[config.mk]
export PLATFORM = sky130hd
export DESIGN_NAME = fetch_unit_flat
export DESIGN_NICKNAME = d
export VERILOG_FILES = /design/src/rtl/fetch_unit_if.sv /design/src/rtl/fetch_unit.sv /design/src/flat_wrapper.sv
export SDC_FILE = /design/constraint.sdc
export NUM_CORES = 1
export LEC_CHECK = 0
export ABC_AREA = 1
export CORE_MARGIN = 2
export CORE_UTILIZATION = 42
export CTS_CLUSTER_SIZE = 25
export DETAILED_ROUTE_END_ITERATION = 10
export HOLD_SLACK_MARGIN = 0.02
export PLACE_DENSITY = 0.8
export RECOVER_POWER = 100
export SETUP_SLACK_MARGIN = 0.2
export SLEW_MARGIN = 20
export SYNTH_ARGS = -nofsm -noshare
export SYNTH_HDL_FRONTEND = slang
export SYNTH_SLANG_ARGS = --single-unit
[constraint.sdc]
create_clock -name clk_i -period 2.28 [get_ports clk_i]
set_clock_uncertainty 0.15 [all_clocks]
set_input_delay 0.684 -clock clk_i [delete_from_list [all_inputs] [get_ports clk_i]]
set_output_delay 0.684 -clock clk_i [all_outputs]
set_load 0.005 [all_outputs]
[src/rtl/fetch_unit_if.sv]
// fetch_unit_if: instruction-memory port between the fetch stage (master)
// and the instruction memory (slave). A request phase (req/addr held until
// gnt) is followed by a response phase (rvalid with rdata/err).
interface fetch_unit_if;
    logic        req;
    logic [31:0] addr;
    logic        gnt;
    logic        rvalid;
    logic [31:0] rdata;
    logic        err;

    modport master (
        output req,
        output addr,
        input  gnt,
        input  rvalid,
        input  rdata,
        input  err
    );

    modport slave (
        input  req,
        input  addr,
        output gnt,
        output rvalid,
        output rdata,
        output err
    );
endinterface

[src/rtl/fetch_unit.sv]
// fetch_unit: instruction fetch stage feeding decode. It takes decode's
// program pointer and fetches one word through the imem req/gnt + rvalid
// port, then presents it on instruction_o and stalls decode until it is
// available. A misaligned pointer or a memory error latches a sticky fault
// that only reset clears.
// Optional sequential prefetch of pc+4 is enabled by defining
// FETCH_PREFETCH_EN. Without it, at most one transaction is outstanding.
module fetch_unit #(
    parameter logic [31:0] BUBBLE    = 32'h0000_0000,
    parameter logic [31:0] BOOT_ADDR = 32'h0000_0000,
    parameter logic [7:0]  CORE_BOOT = 8'h01,
    parameter logic [7:0]  CORE_RUN  = 8'h02
) (
    input  logic         clk_i,
    input  logic         rst_i,
    input  logic [7:0]   core_state_i,
    input  logic [31:0]  pc_i,
    input  logic         hold_i,
    output logic [31:0]  instruction_o,
    output logic         stall_o,
    output logic         fetch_err_o,
    fetch_unit_if.master imem
);

    // DRAIN is only reachable with the prefetcher: it waits out a prefetch
    // response that is no longer wanted (or may still match the new pc).
    typedef enum logic [2:0] {
        IDLE,
        REQ,
        WAIT,
        VALID,
        ERR,
        DRAIN
    } state_t;

    state_t      state;
    state_t      state_next;
    logic [31:0] instr_q;
    logic [31:0] addr_q;
    logic [31:0] pc_word;
    logic        run;
    logic        boot;
    logic        aligned;
    logic        demand_take;

    assign pc_word     = {pc_i[31:2], 2'b00};
    assign run         = (core_state_i == CORE_RUN);
    assign boot        = (core_state_i == CORE_BOOT);
    assign aligned     = (pc_i[1:0] == 2'b00);
    assign demand_take = (state == WAIT) && imem.rvalid && !imem.err && run;

`ifdef FETCH_PREFETCH_EN
    logic        pf_req_q;
    logic        pf_out_q;
    logic        pf_valid_q;
    logic [31:0] pf_addr_q;
    logic [31:0] pf_buf_q;
    logic        pf_granted;
    logic        pf_inflight;
    logic        pf_ready;
    logic [31:0] pf_data;
    logic        pc_mismatch;
    logic        pf_take;
    logic        pf_leave;
    logic        drain_take;
    logic        pf_start;
    logic [31:0] pf_base;

    // A word held in VALID was fetched for addr_q; if decode's pointer no
    // longer matches (taken branch after a sequential reload) it is stale.
    assign pc_mismatch = (pc_i != addr_q);
    assign pf_granted  = pf_req_q && imem.gnt;
    assign pf_inflight = pf_granted || (pf_out_q && !imem.rvalid);
    assign pf_ready    = pf_valid_q || (pf_out_q && imem.rvalid && !imem.err);
    assign pf_data     = pf_valid_q ? pf_buf_q : imem.rdata;
    assign pf_take     = (state == VALID) && !pc_mismatch && !hold_i && run && pf_ready;
    assign pf_leave    = (state == VALID) && (pc_mismatch || !hold_i) && !pf_take;
    assign drain_take  = (state == DRAIN) && imem.rvalid && !imem.err && run &&
                         (pc_i == pf_addr_q);
    assign pf_start    = demand_take || pf_take || drain_take;
    assign pf_base     = demand_take ? addr_q : pf_addr_q;

    assign imem.req  = ((state == REQ) && run && aligned) || pf_req_q;
    assign imem.addr = (state == REQ) ? pc_word : (pf_req_q ? pf_addr_q : addr_q);
`else
    assign imem.req  = (state == REQ) && run && aligned;
    assign imem.addr = (state == REQ) ? pc_word : addr_q;
`endif

    assign fetch_err_o   = (state == ERR);
    assign instruction_o = (state == VALID) ? instr_q : BUBBLE;

    // Decode is frozen unless a valid word is held, except in IDLE during
    // BOOT so decode can load its initial pointer.
    always_comb begin
        stall_o = hold_i || (state != VALID) || fetch_err_o;
`ifdef FETCH_PREFETCH_EN
        if ((state == VALID) && pc_mismatch) begin
            stall_o = 1'b1;
        end
`endif
        if ((state == IDLE) && boot) begin
            stall_o = 1'b0;
        end
    end

    // State register; reset abandons any transaction in progress.
    always_ff @(posedge clk_i) begin
        if (rst_i) begin
            state <= IDLE;
        end else begin
            state <= state_next;
        end
    end

    // Next-state logic for the fetch sequence.
    always_comb begin
        state_next = state;
        unique case (state)
            IDLE: begin
                if (run) begin
                    state_next = REQ;
                end
            end
            REQ: begin
                if (!run) begin
                    state_next = IDLE;
                end else if (!aligned) begin
                    state_next = ERR;
                end else if (imem.gnt) begin
                    state_next = WAIT;
                end
            end
            WAIT: begin
                if (imem.rvalid) begin
                    if (!run) begin
                        state_next = IDLE;
                    end else if (imem.err) begin
                        state_next = ERR;
                    end else begin
                        state_next = VALID;
                    end
                end
            end
            VALID: begin
`ifdef FETCH_PREFETCH_EN
                if (pc_mismatch) begin
                    state_next = pf_inflight ? DRAIN : REQ;
                end else if (!hold_i) begin
                    if (pf_take) begin
                        state_next = VALID;
                    end else if (pf_inflight) begin
                        state_next = DRAIN;
                    end else begin
                        state_next = run ? REQ : IDLE;
                    end
                end
`else
                if (!hold_i) begin
                    state_next = run ? REQ : IDLE;
                end
`endif
            end
            ERR: begin
                state_next = ERR;
            end
`ifdef FETCH_PREFETCH_EN
            DRAIN: begin
                if (imem.rvalid) begin
                    if (drain_take) begin
                        state_next = VALID;
                    end else if (run) begin
                        state_next = REQ;
                    end else begin
                        state_next = IDLE;
                    end
                end
            end
`endif
            default: begin
                state_next = IDLE;
            end
        endcase
    end

    // Captures the granted word address and the returned instruction word.
    always_ff @(posedge clk_i) begin
        if (rst_i) begin
            instr_q <= BUBBLE;
            addr_q  <= BOOT_ADDR;
        end else begin
            if ((state == REQ) && imem.req && imem.gnt) begin
                addr_q <= pc_word;
            end
            if (demand_take) begin
                instr_q <= imem.rdata;
            end
`ifdef FETCH_PREFETCH_EN
            if (pf_take) begin
                instr_q <= pf_data;
                addr_q  <= pf_addr_q;
            end
            if (drain_take) begin
                instr_q <= imem.rdata;
                addr_q  <= pf_addr_q;
            end
`endif
        end
    end

`ifdef FETCH_PREFETCH_EN
    // Prefetch tracker: request, outstanding and filled flags for the single
    // sequential prefetch; later statements override earlier ones on purpose.
    always_ff @(posedge clk_i) begin
        if (rst_i) begin
            pf_req_q   <= 1'b0;
            pf_out_q   <= 1'b0;
            pf_valid_q <= 1'b0;
            pf_addr_q  <= 32'h0;
            pf_buf_q   <= 32'h0;
        end else begin
            if (pf_out_q && imem.rvalid) begin
                pf_out_q <= 1'b0;
                if (state == VALID) begin
                    pf_valid_q <= !imem.err;
                    pf_buf_q   <= imem.rdata;
                end
            end
            if (pf_granted) begin
                pf_req_q <= 1'b0;
                pf_out_q <= 1'b1;
            end
            if (pf_leave) begin
                pf_req_q   <= 1'b0;
                pf_valid_q <= 1'b0;
            end
            if (pf_start) begin
                pf_req_q   <= 1'b1;
                pf_addr_q  <= pf_base + 32'd4;
                pf_valid_q <= 1'b0;
            end
        end
    end
`endif

endmodule
[src/flat_wrapper.sv]
// flat-port wrapper written by rule: the top's interface ports become plain ports
module fetch_unit_flat 
#(
    parameter logic [31:0] BUBBLE    = 32'h0000_0000,
    parameter logic [31:0] BOOT_ADDR = 32'h0000_0000,
    parameter logic [7:0]  CORE_BOOT = 8'h01,
    parameter logic [7:0]  CORE_RUN  = 8'h02
)
  (clk_i, rst_i, core_state_i, pc_i, hold_i, instruction_o, stall_o, fetch_err_o, imem_req, imem_addr, imem_gnt, imem_rvalid, imem_rdata, imem_err);
  fetch_unit_if imem_i ();
  input  logic clk_i;
  input  logic rst_i;
  input  logic [7:0] core_state_i;
  input  logic [31:0] pc_i;
  input  logic hold_i;
  output logic [31:0] instruction_o;
  output logic stall_o;
  output logic fetch_err_o;
  output wire logic [$bits(imem_i.req)-1:0] imem_req;
  output wire logic [$bits(imem_i.addr)-1:0] imem_addr;
  input wire logic [$bits(imem_i.gnt)-1:0] imem_gnt;
  input wire logic [$bits(imem_i.rvalid)-1:0] imem_rvalid;
  input wire logic [$bits(imem_i.rdata)-1:0] imem_rdata;
  input wire logic [$bits(imem_i.err)-1:0] imem_err;
  assign imem_req = imem_i.req;
  assign imem_addr = imem_i.addr;
  assign imem_i.gnt = imem_gnt;
  assign imem_i.rvalid = imem_rvalid;
  assign imem_i.rdata = imem_rdata;
  assign imem_i.err = imem_err;
  fetch_unit #(.BUBBLE(BUBBLE), .BOOT_ADDR(BOOT_ADDR), .CORE_BOOT(CORE_BOOT), .CORE_RUN(CORE_RUN)) u_core (.clk_i(clk_i), .rst_i(rst_i), .core_state_i(core_state_i), .pc_i(pc_i), .hold_i(hold_i), .instruction_o(instruction_o), .stall_o(stall_o), .fetch_err_o(fetch_err_o), .imem(imem_i));
endmodule
== Word level (Yosys, flattened, before mapping) ==
Cells that the tools add are included.

* Equality and inequality tests: 11
* Muxes and demuxes: 13
* Reduce and logical (&&, ||, !) cells: 14

{| class="wikitable"
|+ Operators with widths
! kind !! number
|-
| $mux 32 || 2
|-
| $mux 3 || 8
|-
| $pmux 3 s5 || 1
|-
| $eq 8x1->1 const B || 1
|-
| $eq 8x2->1 const B || 1
|-
| $logic_and 1x1->1 || 8
|-
| $eq 3x2->1 const B || 2
|-
| $ne 2x2->1 const B || 2
|-
| $ne 4x4->1 const B || 1
|-
| $reduce_and 4->1 || 1
|-
| $eq 3x1->1 const B || 1
|-
| $eq 3x3->1 const B || 1
|-
| $logic_not 3->1 || 1
|-
| $ne 3x2->1 const B || 1
|-
| $logic_not 2->1 || 1
|-
| $logic_or 1x1->1 || 2
|-
| $mux 1 || 2
|-
| $ne 2x1->1 const B || 1
|-
| $logic_not 1->1 || 1
|}

* Register bits after elaboration: 65
* Input bits: 78
* Output and inout bits: 67
* Word-level logic and storage cells: 41

== Logic depth before layout (Yosys ltp) ==
* Word-level depth: 5
* Depth in mapped cells: 9
* Mapped depth without buffers: 8

== Least setup slack after synthesis ==
No wires, ideal clock.

* Path kind: input to output
* From: in core_state_i[3]
* To: out imem_req
* Arrival time: 1.273 ns
* Data required time: 1.446 ns
* Slack: 0.173 ns
* Stages: 5
* Path buffers: 0
* Path through: nor2_1 > nand2_1 > nor2_4 > nand2_2 > inv_1

* Word-level cells in the longest chain between the ends: 3

{| class="wikitable"
|+ RTL lines
! item !! line !! RTL
|-
| start: declaration || flat_wrapper.sv:13 || <nowiki>input logic [7:0] core_state_i;</nowiki>
|-
| $eq 8x2->1 || fetch_unit.sv:47 || <nowiki>assign run = (core_state_i == CORE_RUN);</nowiki>
|-
| $logic_and 1x1->1 (2 in series) || fetch_unit.sv:86 || <nowiki>assign imem.req = (state == REQ) && run && aligned;</nowiki>
|-
| end: declaration || flat_wrapper.sv:19 || <nowiki>output wire logic [$bits(imem_i.req)-1:0] imem_req;</nowiki>
|}

No other way between the ends.

== Worst setup path in the final report ==
* From: reg u_core.state[0]
* To: out imem_addr[2]

* Word-level cells in the longest chain between the ends: 2

{| class="wikitable"
|+ RTL lines
! item !! line !! RTL
|-
| start: declaration || fetch_unit.sv:36 || <nowiki>state_t state;</nowiki>
|-
| start signal: assignment || fetch_unit.sv:112 || <nowiki>state <= state_next;</nowiki>
|-
| $eq 3x1->1 || fetch_unit.sv:87 || <nowiki>assign imem.addr = (state == REQ) ? pc_word : addr_q;</nowiki>
|-
| $mux 32 || fetch_unit.sv:87 ||
|-
| end: declaration || flat_wrapper.sv:20 || <nowiki>output wire logic [$bits(imem_i.addr)-1:0] imem_addr;</nowiki>
|}

No other way between the ends.

==> flow_summary.toml <==
[outcome]
status = "complete, but fails checks"
violations_in_the_final_reports = "negative setup slack"

[clock_network]
clock_tree.buffer_depth = 2
cts_made_buffers = 9
cts_hold_buffers = 0
tritoncts = "yes"
cts.clk_slew.worst_paths_ns = 0.07
cts.htree.levels = 3
clock_insertion_delay_worst_skew_ns = 0.33
clock-root-buffer = "clkbuf_8"
numClockSinks = 65

[route]
drt_iter0_drc = 141
vias = 4166
routed_wl_mm = 12.1
route.detailed.drc = 0
detailedRoute.firstPassIterationCount = 5
avgViaCountPerCell = 4.88
ant_nets = 0
routedWlPerCell_um = 14.2

[critical_path]
timing.critical_path.required_ns = 1.45
critical_path.startpoint_type = "register"
timing.rr.end = "u_core.addr_q[17]"
setup.worst_path.end = "imem_addr[2]"
cells_on_worst_reg2reg_path = 10
worstPathMaxFanout = 8
arrival_ns = 1.53
criticalPathCategory = "register to output pin"
endpoint_kind = "output pin"
reg2reg_setup_slack_ns = 0.23
timing.rr.start = "u_core.state[0]"
worst_setup_path_startpoint = "u_core.state[0]"

[power]
combPwrFrac_pct = 21.4
power.density_cell_area_nw_per_um2 = 446
max-vdd-ir-drop_v = 0.000254
static-leakage-power_nw = 2.73
p_int_mw = 2.01
sw_frac_of_total_pct = 24.5
p_clk_share_pct = 35.8
p_switching_mw = 0.651
seqPwrFrac_pct = 42.8
total_power_mw = 2.66

[placed_design]
place_congestion = 0.832
portBuffers = 142
dpl-instance-area_um2 = 5110
numPlacedInstances = 743
dp_worst_setup_slack_ns = -0.758
hpwlAfterDp_mm = 6.28

[die]
core_region_area_um2 = 7610
io-pin-count = 145
placementRows = 32
die_area_um2 = 8430
dieHeight_um = 91.8
initial_standard_cell_utilization_of_the_core_pct = 42.6
die_width_um = 91.8

[final_layout]
fin_cells = 853
syn2layout_area_growth_pct = 83.8
post_route_cells_drive_above_1_share_pct = 44.3
final_net_count = 824
antenna-diode-count = 0
fin_area_um2 = 5950

[global_route]
met1_usage_pct = 29.8
largest_net_degree_at_the_start_of_global_routing = 36
grt_pass1_wl_mm = 17.8
grt.busiest_layer = "met2"
gr-usage-met3_pct = 5.18
grt_antenna_before_repair = 0
grt_usage_pct = 25.9
gr-total-overflow = 0
via_count_of_the_first_global_routing_pass = 4009
groute.layer.met2.usage_pct = 47.8

[min_path]
worst_min_path_class = "register to register"

[timing]
timing.final.setup_violations = 37
fin_crit_share_pct = 104
fmax_mhz = 423
grt_setup_unrepaired = "yes"
final.min_clock_period_ns = 2.36
slew_violations = 0
setup_ws_ns = -0.0843
final_hold_viol_count = 0

[synthesis]
cells_after_synth = 471
synth_top_cell_by_area = "dfxtp_1"
yosys.cell_count.top_type = "nand2_1"
netlist.area_leader.share_pct = 40.2
primary_ff_master_synth = "dfxtp_1"
post_synth.cell_area_avg_um2 = 6.87
async_flop_share_pct = 0
synth_warn = 0
edff_count_synth = 0
synth_area_leaders = "dfxtp_1 40%, nand2_1 12%, inv_1 9.0%"
synth_seq_cells = 65
netlist_top_cells_count = "101 x nand2_1, 78 x inv_1, 65 x dfxtp_1"
netlist-cell-type-count = 26
fraction_of_the_yosys_area_taken_by_sequential_cells_pct = 40.2
cell_area_after_synthesis_um2 = 3240

[run]
maxCapViolCount = 0
## metal layers
| metal | wire, um | part of all wire, % | vias up |
|---|---|---|---|
| li1 | - | - | 2017 |
| met1 | 4750 | 39 | 1937 |
| met2 | 6350 | 52 | 186 |
| met3 | 778 | 6.4 | 26 |
| met4 | 231 | 1.9 | 0 |
| met5 | 0 | 0 | - |
## registers in the layout (all words and copies together), names as in the netlist
register / cells
u_core.state: 3
u_core.instr_q: 32
u_core.addr_q: 30
## metrics by stage
| step | hold WS [ns] | TNS [ns] | util, % |
|---|---|---|---|
| 3_5_place_dp | 0.306 | -28.39 | 67.2 |
| 6_report | 0.315 | -1.35 | 78.3 |
| 4_1_cts | 0.316 | -1.04 | 77.5 |
| 2_1_floorplan | 0.294 | 0 | - |
| 5_1_grt | 0.331 | -7.32 | 78.3 |
| 3_3_place_gp | 0.300 | -24.68 | 67.2 |
## power groups by stage
stage | clock, mW | sequential, mW | combinational [mW]
3_3_place_gp | 0 | 1.16 | 0.380
2_1_floorplan | 0 | 1.17 | 0.111
3_5_place_dp | 0 | 1.16 | 0.382
6_report | 0.951 | 1.14 | 0.569
5_1_grt | 1.03 | 1.14 | 0.601
4_1_cts | 0.959 | 1.14 | 0.497
## timing repair
action                                 CTS  global route
pin swaps                               36            12
gates cloned                             3             2
buffers inserted                        86             3
resized for setup                      357            52
setup endpoints to repair              127            98
endpoints found under the hold margin    0             0
## logic make-up (layout without fill, tap and decap cells)
logic type	Yosys count	in the layout	share of synthesized area, %
buffers and inverters	112	391	15.1
and+or+nand+nor	165	165	21.3
DFF	65	65	40.2
other	1	2	0.116
AOI/OAI and AO/OA	128	128	23.3
## layout by cell type (no fill, tap or decap), drive strengths merged, types with 4 or more instances in the layout
| cell | synthesis | routed |
|---|---|---|
| dfxtp | 65 | 65 |
| nor2 | 47 | 47 |
| dlygate4sd2 | 0 | 29 |
| buf | 19 | 191 |
| nor3 | 4 | 4 |
| clkdlybuf4s50 | 0 | 37 |
| clkdlybuf4s15 | 0 | 13 |
| clkbuf | 11 | 35 |
| nand2 | 103 | 103 |
| nand3 | 9 | 9 |
| a21oi | 65 | 65 |
| o21ai | 61 | 61 |
| inv | 82 | 81 |
## worst min-delay path by stage
stage	start	cells after the start	endpoint	slack, ns
floorplan	u_core.instr_q[0]	2	u_core.instr_q[0]	0.29
global placement	u_core.instr_q[24]	2	u_core.instr_q[24]	0.30
detailed placement	u_core.instr_q[17]	2	u_core.instr_q[17]	0.31
CTS	u_core.instr_q[17]	2	u_core.instr_q[17]	0.32
global route	u_core.instr_q[8]	2	u_core.instr_q[8]	0.33
finish	u_core.instr_q[19]	2	u_core.instr_q[19]	0.32
## critical path: stages, from the launching register on
cell and delay [ns]:
dfxtp_2 0.35, buf_4 0.13, nand3_4 0.07, buf_12 0.16, clkbuf_16 0.17, o21ai_2 0.17
buf_2 0.14
## layout make-up
cell class	count	area [um2]
clock buffers	13	149
multi-input cells	295	1630
clock inverters	3	40.0
inverters	82	314
well taps	102	128
flip-flops and latches	65	1310
fillers	528	1650
repair buffers	293	2390
Power figures use the tool's default switching activity.
